## src/rtl/rgbw_pkg.sv

```systemverilog
// Shared constants, types and phase helper for the RGBW PWM engine.
// Build option: define RGBW_PWM_STAGGER_EN for staggered channel phases (default edge-aligned).
package rgbw_pkg;

    localparam int unsigned DUTY_W     = 8;
    localparam int unsigned N_CH       = 4;
    localparam int unsigned PWM_PERIOD = 255;
    localparam logic [DUTY_W-1:0] PWM_TOP = 8'd254;

    localparam int unsigned CH_R = 0;
    localparam int unsigned CH_G = 1;
    localparam int unsigned CH_B = 2;
    localparam int unsigned CH_W = 3;

`ifdef RGBW_PWM_STAGGER_EN
    localparam int unsigned PHASE_STEP = 64;
`else
    localparam int unsigned PHASE_STEP = 0;
`endif

    typedef logic [DUTY_W-1:0] duty_t;
    typedef duty_t [N_CH-1:0]  duty_set_t;

    typedef enum logic [0:0] {
        UPD_IDLE    = 1'b0,
        UPD_PENDING = 1'b1
    } upd_state_t;

    // Offsets never exceed one period, so a single conditional subtract is enough.
    function automatic duty_t phase_of(input duty_t cnt, input int unsigned ch);
        logic [DUTY_W:0] sum;
        sum = {1'b0, cnt} + (DUTY_W+1)'(PHASE_STEP * ch);
        if (sum >= (DUTY_W+1)'(PWM_PERIOD)) begin
            sum = sum - (DUTY_W+1)'(PWM_PERIOD);
        end
        return sum[DUTY_W-1:0];
    endfunction

endpackage

```

## src/rtl/rgbw_pwm_channel.sv

```systemverilog
// One PWM channel: phase offset of the shared counter, duty compare and output flop.
// Phase offset follows rgbw_pkg::PHASE_STEP, which RGBW_PWM_STAGGER_EN controls.
module rgbw_pwm_channel
    import rgbw_pkg::*;
#(
    parameter int unsigned CH_IDX = 0
) (
    input  logic              clk,
    input  logic              reset,
    input  logic              tick_en_i,
    input  logic [DUTY_W-1:0] cnt_i,
    input  logic [DUTY_W-1:0] duty_i,
    output logic              pwm_o
);

    logic [DUTY_W-1:0] phase;
    logic              pwm_d;
    logic              pwm_q;

    assign phase = phase_of(cnt_i, CH_IDX);

    // Phase covers 0..254 once per period, so duty D gives exactly D high ticks.
    always_comb begin
        pwm_d = pwm_q;
        if (tick_en_i) begin
            pwm_d = (phase < duty_i);
        end
    end

    always_ff @(posedge clk) begin
        if (reset) begin
            pwm_q <= 1'b0;
        end else begin
            pwm_q <= pwm_d;
        end
    end

    assign pwm_o = pwm_q;

endmodule

```

## src/rtl/rgbw_pwm_engine.sv

```systemverilog
// Four-channel RGBW PWM engine with double-buffered duties applied only at period wrap.
// Build option RGBW_PWM_STAGGER_EN (see rgbw_pkg) staggers channel phases.
//
// state       | meaning
// UPD_IDLE    | no pending duty set; active duties in use
// UPD_PENDING | a captured set waits for the next wrap (busy=1)
module rgbw_pwm_engine
    import rgbw_pkg::*;
(
    input  logic              clk,
    input  logic              reset,
    input  logic              tick_en,
    input  logic              duty_vld,
    input  logic [DUTY_W-1:0] duty_r,
    input  logic [DUTY_W-1:0] duty_g,
    input  logic [DUTY_W-1:0] duty_b,
    input  logic [DUTY_W-1:0] duty_w,
    output logic [N_CH-1:0]   pwm_out,
    output logic              busy,
    output logic              upd_ack,
    output logic              period_start
);

    upd_state_t        state_q, state_d;
    logic [DUTY_W-1:0] cnt_q, cnt_d;
    duty_set_t         pend_q, pend_d;
    duty_set_t         act_q, act_d;
    duty_set_t         duty_in;
    logic              wrap;
    logic              apply;
    logic              upd_ack_q;
    logic              period_start_q;

    always_comb begin
        duty_in       = '0;
        duty_in[CH_R] = duty_r;
        duty_in[CH_G] = duty_g;
        duty_in[CH_B] = duty_b;
        duty_in[CH_W] = duty_w;
    end

    assign wrap  = tick_en && (cnt_q == PWM_TOP);
    assign apply = wrap && (state_q == UPD_PENDING);

    always_comb begin
        cnt_d = cnt_q;
        if (tick_en) begin
            cnt_d = (cnt_q == PWM_TOP) ? '0 : cnt_q + 1'b1;
        end
    end

    // Apply reads the old pending set, so a strobe on the wrap cycle lands behind it.
    always_comb begin
        state_d = state_q;
        pend_d  = pend_q;
        act_d   = act_q;
        if (apply) begin
            act_d = pend_q;
        end
        if (duty_vld) begin
            pend_d = duty_in;
        end
        case (state_q)
            UPD_IDLE: begin
                if (duty_vld) begin
                    state_d = UPD_PENDING;
                end
            end
            UPD_PENDING: begin
                if (wrap && !duty_vld) begin
                    state_d = UPD_IDLE;
                end
            end
            default: state_d = UPD_IDLE;
        endcase
    end

    always_ff @(posedge clk) begin
        if (reset) begin
            state_q        <= UPD_IDLE;
            cnt_q          <= '0;
            pend_q         <= '0;
            act_q          <= '0;
            upd_ack_q      <= 1'b0;
            period_start_q <= 1'b0;
        end else begin
            state_q        <= state_d;
            cnt_q          <= cnt_d;
            pend_q         <= pend_d;
            act_q          <= act_d;
            upd_ack_q      <= apply;
            period_start_q <= wrap;
        end
    end

    for (genvar k = 0; k < N_CH; k++) begin : g_ch
        rgbw_pwm_channel #(
            .CH_IDX (k)
        ) u_ch (
            .clk       (clk),
            .reset     (reset),
            .tick_en_i (tick_en),
            .cnt_i     (cnt_q),
            .duty_i    (act_q[k]),
            .pwm_o     (pwm_out[k])
        );
    end

    assign busy         = (state_q == UPD_PENDING);
    assign upd_ack      = upd_ack_q;
    assign period_start = period_start_q;

endmodule

```

## config.mk

```make
export PLATFORM = sky130hd
export DESIGN_NAME = rgbw_pwm_engine
export DESIGN_NICKNAME = d
export VERILOG_FILES = /design/src/rtl/rgbw_pkg.sv /design/src/rtl/rgbw_pwm_channel.sv /design/src/rtl/rgbw_pwm_engine.sv
export SDC_FILE = /design/constraint.sdc
export NUM_CORES = 1
export LEC_CHECK = 0
export CORE_UTILIZATION = 47
export CTS_CLUSTER_DIAMETER = 100
export DETAILED_ROUTE_END_ITERATION = 10
export MAX_ROUTING_LAYER = met4
export PLACE_DENSITY_LB_ADDON = 0.2
export RECOVER_POWER = 50
export SYNTH_ARGS = -nofsm -noshare
export SYNTH_HDL_FRONTEND = slang
export SYNTH_SLANG_ARGS = --single-unit
```

## constraint.sdc

```tcl
create_clock -name clk -period 3.2 [get_ports clk]
set_clock_uncertainty 0.1 [all_clocks]
set_input_delay 0.96 -clock clk [delete_from_list [all_inputs] [get_ports clk]]
set_output_delay 0.96 -clock clk [all_outputs]
set_load 0.01 [all_outputs]
```

==> results of run 1 <==
[routing by layer]
layer	vias to the layer above	wire length, um
met1	1332	3520
met5	-	0
met4	0	98
met3	9	303
li1	1523	-
met2	63	3310
[kinds of logic after synthesis]
family / after synthesis / synth area share (%)
buf+inv: 56 / 6.89
xor+xnor: 7 / 1.65
compound gates: 53 / 9.01
mux: 32 / 8.61
flops: 79 / 42.5
simple gates: 180 / 21.3
fa+ha+maj: 30 / 10.1
[synth_stat cells, drive strengths merged]
master,number,area [um2]
nor2b,12,75.1
nand2b,2,12.5
xor2,6,52.6
nor3,9,45.0
xnor2,1,8.76
dfxtp,79,1580
o41a,3,33.8
a21o,1,7.51
a41oi,3,26.3
o21a,5,37.5
a21oi,34,170
nand4,8,56.3
clkbuf,15,56.3
nand2,77,289
buf,12,91.3
nor2,53,199
a221oi,1,15.0
or3,1,6.26
nand3,11,55.1
inv,29,109
nand4b,1,8.76
and3,2,12.5
o211ai,1,7.51
ha,30,375
and2,1,6.26
mux2i,32,320
and4,3,26.3
a211oi,5,37.5
[state kept, by name, indices dropped and copies added, names as in the netlist]
signal	cells
period_start	1
upd_ack	1
g_ch.u_ch.pwm_o	4
act_q	32
pend_q	32
cnt_q	8
busy	1
[placed cells by master, fill, tap and decap left out, drive strengths merged]
master,instances
nand4,8
nor3,9
a41oi,3
dlygate4sd3,2
and3,2
or3,1
clkdlybuf4s50,38
bufinv,1
a21oi,34
nand2,77
dfxtp,79
inv,29
nor2b,12
a211oi,5
clkinvlp,4
clkinv,2
clkbuf,10
and2,1
nand3,11
nor2,53
o41a,3
o21a,5
and4,3
o211ai,1
a21o,1
ha,30
a221oi,1
xor2,6
xnor2,1
nand2b,2
nand4b,1
buf,10
mux2i,32
[layout make-up]
cell class	instances	area share, %
repair buffers	51	10.9
multi-input cells	302	43.1
clock buffers	9	2.83
flip-flops and latches	79	36.1
inverters	29	2.49
clock inverters	7	1.69
well taps	102	2.92
[through the flow]
| stage | std cells | hold slack (ns) | power (mW) | setup WS, ns |
|---|---|---|---|---|
| after floorplan | 437 | 0.331 | 1.15 | 0.635 |
| after global placement | 563 | 0.345 | 1.22 | 0.434 |
| after detailed placement | 563 | 0.344 | 1.22 | 0.329 |
| after CTS | 579 | 0.356 | 1.94 | 0.313 |
| after global routing | 579 | 0.373 | 2.02 | 0.107 |
| final | 579 | 0.353 | 1.92 | 0.286 |
[path summary, 6_finish.rpt]
path                  start                  to
setup / recovery   cnt_q[0]  g_ch[2].u_ch.pwm_o
setup reg to reg   cnt_q[0]  g_ch[2].u_ch.pwm_o
hold / removal    pend_q[1]            act_q[1]
hold reg to reg   pend_q[1]            act_q[1]
[worst max-delay path, delay by kind of cell, from the launching register on]
| kind | cells | cell delay, ns |
|---|---|---|
| simple gates | 6 | 1.22 |
| fa+ha+maj | 2 | 0.59 |
| compound gates | 2 | 0.44 |
| flops | 1 | 0.48 |
[power groups by stage]
stage	sequential (mW)	clock [mW]	combinational [mW]
finish	1.03	0.725	0.167
global route	1.04	0.794	0.188
CTS	1.03	0.744	0.168
detailed placement	1.06	0	0.167
global placement	1.05	0	0.164
floorplan	1.05	0	0.104
==> results list, run 1 <==
* CP most frequent cell: sky130_fd_sc_hd__ha_1
* Post-cts repair resize count: 0
- Counting I/O delays and the setup requirement, the final critical path takes 2.91 ns.
- M2 GR Usage: 32.1%
* Crit path max fanout: 9
- Number of synthesized register bits: 79
- For the worst setup path, the data required time is 3.36 ns.
* Total I/O pin count: 43
- Net switching is 23.8% of the power.
* Static Leakage: 1.72 nW
* Post-synthesis instance area: 3720 um2
- Launching element type of the critical path: flop
* CTS hold repair buffers: 0
* Inserted Diodes: 0
* Post-route fraction of the period consumed by the critical path: 91.1%
* Synth-to-Final Area Change: 17.5%
* Slowest stage cell, crit path: sky130_fd_sc_hd__dfxtp_1
* Post-route cell area: 4380 um2
* Clock-pin slew on the worst setup and hold paths: 0.09 ns
- Via count of the first global-routing pass: 2861
- For this design, the sink count on the clock tree is 79.
- Portion of total power attributed to the clock network: 37.7%
* Vias after detailed routing: 2927
- Half-perimeter wire length after detailed placement: 5150 um
* Clock buffers created by TritonCTS: 9
* GR met3 Demand/Resource: 4.02%
* Global-route usage over all layers: 19.9%
- Floorplan die width: 91.0 um
- Highest Clock Rate: 0.343 GHz
- Total number of H-tree levels: 3
* Global-route layer with the greatest usage: met2
- When the netlist entered floorplanning its net count stood at 503.
- Start-to-end type of the worst setup path: flop to flop
- Each instance of the synthesized netlist takes up on average 8.52 um2.
- Setup violations remaining at the end of the flow were counted as 0.
* Wire length per cell after detailed routing: 12.5 um
- The tree is rooted in a sky130_fd_sc_hd__clkbuf_8.
- The net count of the finished layout is 538.
- Count of different cell masters after synthesis: 31
- The filler cells instantiated in the layout total 762.
- After detailed routing, the total wire length is 7230 um.
- Relative contribution of sequential cells to total power: 53.7%
- Status: complete, no violations
- Arrival @ worst endpoint: 3.07 ns
- Once the floorplan was initialized, standard cells occupied 48.4% of the core.
- Height of the die: 91.0 um
- Measured in cells, the most critical reg-to-reg path has a length of 10.
- Placement-stage cell area: 4180 um2
- The first global-routing pass estimated 12800 um of wire.
* Remaining routing DRC violations: 0
- For the worst-skew pair, the clock arrives at the later sink with an insertion delay of 0.35 ns.
- Multi-input combinational cell area: 1880 um2
* Max rail drop VDD: 0.296 mV
- Worst Max-Slew Pin Slew: 1.07 ns
- The core region is 7690 um2.
- Total power density per cell area: 440 nW/um2
- Final Slew Violations: 0
- Worst min-delay path class: flop to flop
- Sequential area share after synthesis: 42.5%
* Number of rows created at floorplan: 32
* Mean number of vias per cell: 5.06
- Walking the worst path, the cells encountered are ha_1, nand4_2, nor2_1, and3_1, nor2b_1, ha_1, a211oi_1, nand2_1, or3_1, a221oi_2.
* Violation count after the first detailed-route iteration: 138
- Final GP Congestion: 0.907
* Largest net degree at the start of global routing: 35
- The number of setup buffers added after CTS is 0.
* Count of yosys warnings during synthesis: 0
- Summed over all nets, the switching power comes to 0.458 mW.
* Category of the worst setup path capture point: flop
* Final hold violation count: 0
* Utilization of the core after routing: 56.9%
- Share of post-route cells with drive strength above 1: 6.08%
* Syn Inst Count: 437
- Min-Delay Path Depth: 2
* Rel. slew slack: 28.7%
* Unrepaired setup endpoints after global routing: false
* # port buffers: 42
* Slowest stage delay, CP: 0.48 ns
* CTS Buffer Depth: 2
* Share of power burned in combinational logic: 8.7%
- For this run, global-route usage on met1 was measured as 24.8%.
- Registers take 1580 um2.
- Gr ovfl total: 0
- Antenna violations before repair: 0
- Sum of negative setup slack: 0 ns
- Cell internal power was estimated by the tool at 1.47 mW.
- Detailed Routing Iterations Pass 1: 5
- The count of nets left with antenna violations once routing finished came out at 0.
- Setup slack of the most critical reg-to-reg path: 0.29 ns
- Full die area: 8280 um2
- TritonCTS built the clock tree.
* Count of max-cap constraint violations: 0
(Power assumes the default switching activity.)
==> run 2: changes to the inputs <==
--- a/config.mk
+++ b/config.mk
@@ -5,6 +5,7 @@
 export SDC_FILE = /design/constraint.sdc
 export NUM_CORES = 1
 export LEC_CHECK = 0
+export CORE_MARGIN = 4
 export CORE_UTILIZATION = 47
 export CTS_CLUSTER_DIAMETER = 100
 export DETAILED_ROUTE_END_ITERATION = 10
==> constraint.sdc (replaced) <==
create_clock -name clk -period 3.58 [get_ports clk]
set_clock_uncertainty 0.1 [all_clocks]
set_input_delay 1.074 -clock clk [delete_from_list [all_inputs] [get_ports clk]]
set_output_delay 1.074 -clock clk [all_outputs]
set_load 0.01 [all_outputs]
==> results list, run 2 (synthesis results as in run 1) <==
- The number of port buffers was 42 (unchanged).
- Number of routed nets with antenna violations: 0 (unchanged)
- Dpl cells: 562 (-0.18%)
- Clock Latency Late Sink: 0.35 ns (about the same)
- The count of pins over their slew limit was 34 (+34).
* Final Instance Count excl. Fillers: 577 (-0.35%)
- Mean number of vias per cell: 5.06 (about the same)
- Wire length of the first global-routing pass: 12900 um (+0.33%)
* Clock buffers created by TritonCTS: 9 (unchanged)
- The final number of setup-violating endpoints was 0 (unchanged).
* Height of the die: 97.0 um (+6.6%)
* Final hold violation count: 0 (unchanged)
- Setup repair after global routing left no endpoint under its margin.
- Worst hold slack: 0.356 ns (+0.00310 ns)
- Category of the worst setup path capture point: flop
- On the critical path, the stage with the largest delay is an instance of sky130_fd_sc_hd__clkbuf_1.
- The max-cap check violation count is 1 (+1).
- Full die area: 9410 um2 (+14%)
- Synth-to-Final Area Change: 18.0%
- The first-pass iteration count of the detailed router is 4 (-1).
* Inserted Diodes: 0 (unchanged)
* Worst min-delay path class: flop to flop
- Slowest stage delay, CP: 1.65 ns (+1.17 ns)
- Global-route usage over all layers: 17.0% (-2.9 points)
* Sum of negative setup slack: 0 ns (unchanged)
* Placement-stage cell area: 4170 um2 (-0.18%)
- Starting density of the core: 48.2% (-0.25 points)
- Area of the core: 7730 um2 (+0.52%)
* Crit path max fanout: 33 (+24)
* Start-to-end type of the worst setup path: input pin to flop
* Highest metal layer used by the detailed router: met4
- Violation count after the first detailed-route iteration: 93 (-33%)
- The wire length reported by the detailed router is 7550 um (+4.5%).
- The routed wire length on met2 is 3540 um (+7.1%).
* Clock tree from TritonCTS: built
* Largest net degree at the start of global routing: 34 (-2.9%)
* Bufs and invs on worst path: 2 (+2)
* CTS Buffer Depth: 2 (unchanged)
* Most used cells in the layout excluding fill and tap cells: sky130_fd_sc_hd__dfxtp_1 (79), sky130_fd_sc_hd__nand2_1 (77), sky130_fd_sc_hd__nor2_1 (53)
- The number of sinks on the clock net was 79 (unchanged).
- Post-route fraction of the period consumed by the critical path: 86.6%
* Clock root buffer: sky130_fd_sc_hd__clkbuf_8
- Number of filler instances in the final layout: 743 (-2.5%)
- The fraction of final layout cells with drive strength greater than 1 was 5.47% (-0.61 points).
- The power density over the cells came to 409 nW/um2 (-7.1%).
* Remaining routing DRC violations: 0 (unchanged)
* Total routed wire length on the met1 layer: 3510 um (-0.11%)
- The data arrival time at the worst-slack endpoint came to 3.29 ns (+0.22 ns).
- Half-perimeter wire length after detailed placement: 5430 um (+5.5%)
- The length of routed met3 wiring came to 369 um (+22%).
- The final weighted congestion of routability-driven global placement was 0.919 (+1.3%).
- Violated checks: capacitance limit, slew limit
- The I/O pin total was 43 (unchanged).
* Worst Max-Slew Pin Slew: 2.36 ns (+1.29 ns)
- The largest vdd supply drop was 0.273 mV (-8.0%).
* Rel. slew slack: -57.2% (-86 points)
- Wire length per cell after detailed routing: 13.1 um (+4.9%)
- The residual overflow from global routing is 0 (unchanged).
- The number of antenna violations at the first check in global routing came to 0 (unchanged).
- Final WS setup: 0.478 ns (+0.192 ns)
- Via count of the first global-routing pass: 2878 (+0.59%)
* Clock-pin slew on the worst setup and hold paths: 0.08 ns (about the same)
- The static power due to leakage was 1.72 nW (+0.12%).
- The data required time of the worst path came to 3.77 ns (+0.41 ns).
- Number of rows created at floorplan: 32 (unchanged)
- Number of nets in the layout: 537 (-0.19%)
- Dominant delay contributor by cell family on the critical path: buffers and inverters
- Highest Clock Rate: 0.322 GHz
- The via count of the routed design is 2917 (-0.34%).
- Total number of H-tree levels: 3 (unchanged)
- The horizontal extent of the die came to 97.0 um (+6.6%).
* CTS hold repair buffers: 0 (unchanged)
- Worst slack at placement: 0.683 ns (+0.353 ns)
- The library cell used most frequently in the layout, excluding fill and tap cells, is sky130_fd_sc_hd__dfxtp_1.
- The number of setup buffers added after CTS was 0 (unchanged).
- The run finished, with violations left.
- The area of all placed cells without fillers came to 4390 um2 (+0.37%).
- Largest registers: act_q (32), pend_q (32), cnt_q (8)
- The worst path in the final design needs a cycle of 3.10 ns, including I/O delays and setup.
* Post-cts repair resize count: 0 (unchanged)
- Worst-path cell chain: clkbuf_1, clkbuf_4, a21oi_1, nor2_1
* Launching element type of the critical path: input pin
## run 2: changes by cell type in the layout (fill, tap and decap cells not counted), sizes merged
cell | before | now
bufinv | 1 | 2
clkbuf | 10 | 12
buf | 10 | 8
clkinvlp | 4 | 3
clkdlybuf4s50 | 38 | 39
clkinv | 2 | 0
dlygate4sd3 | 2 | 1
## run 2: path summary, 6_finish.rpt
| check | start | to | slack [ns] | cells past startpoint |
|---|---|---|---|---|
| worst max-delay path | duty_vld | busy | 0.48 | 4 |
| worst min-delay path | pend_q[0] | act_q[0] | 0.36 | 2 |
| worst max register to register | cnt_q[0] | g_ch[2].u_ch.pwm_o | 0.64 | 10 |
| worst min register to register | pend_q[0] | act_q[0] | 0.36 | 2 |
## run 2: cell type report
cell class	count	area (um2)	share of cell area, %
multi-input cells	302	1880	42.9
flip-flops and latches	79	1580	36.0
repair buffers	50	469	10.7
clock buffers	10	138	3.13
well taps	102	128	2.91
inverters	29	109	2.48
clock inverters	5	82.6	1.88
## run 2: worst reg2reg max path, delay by kind of cell (launching register included)
family,cells,cell delay [ns]
simple gates,6,1.20
flops,1,0.49
compound gates,2,0.47
fa+ha+maj,2,0.60
## run 2: per-layer routing
layer	global-route usage [%]	vias up
met2	27.4	61
li1	-	1518
met4	4.64	0
met5	-	-
met1	20.6	1324
met3	5.26	14
## run 2: metrics by stage
stage	util, %	total power, mW
after floorplan	-	1.03
after global placement	54.0	1.09
after detailed placement	54.0	1.09
after CTS	56.8	1.81
after global routing	56.8	1.87
final	56.8	1.79
## run 2: report_power, final
| part | total (mW) | internal (mW) | switching, mW |
|---|---|---|---|
| clock network | 0.722 | 0.407 | 0.315 |
| logic | 0.150 | 0.0849 | 0.0650 |
| registers | 0.923 | 0.905 | 0.0181 |
| total | 1.79 | 1.40 | 0.398 |
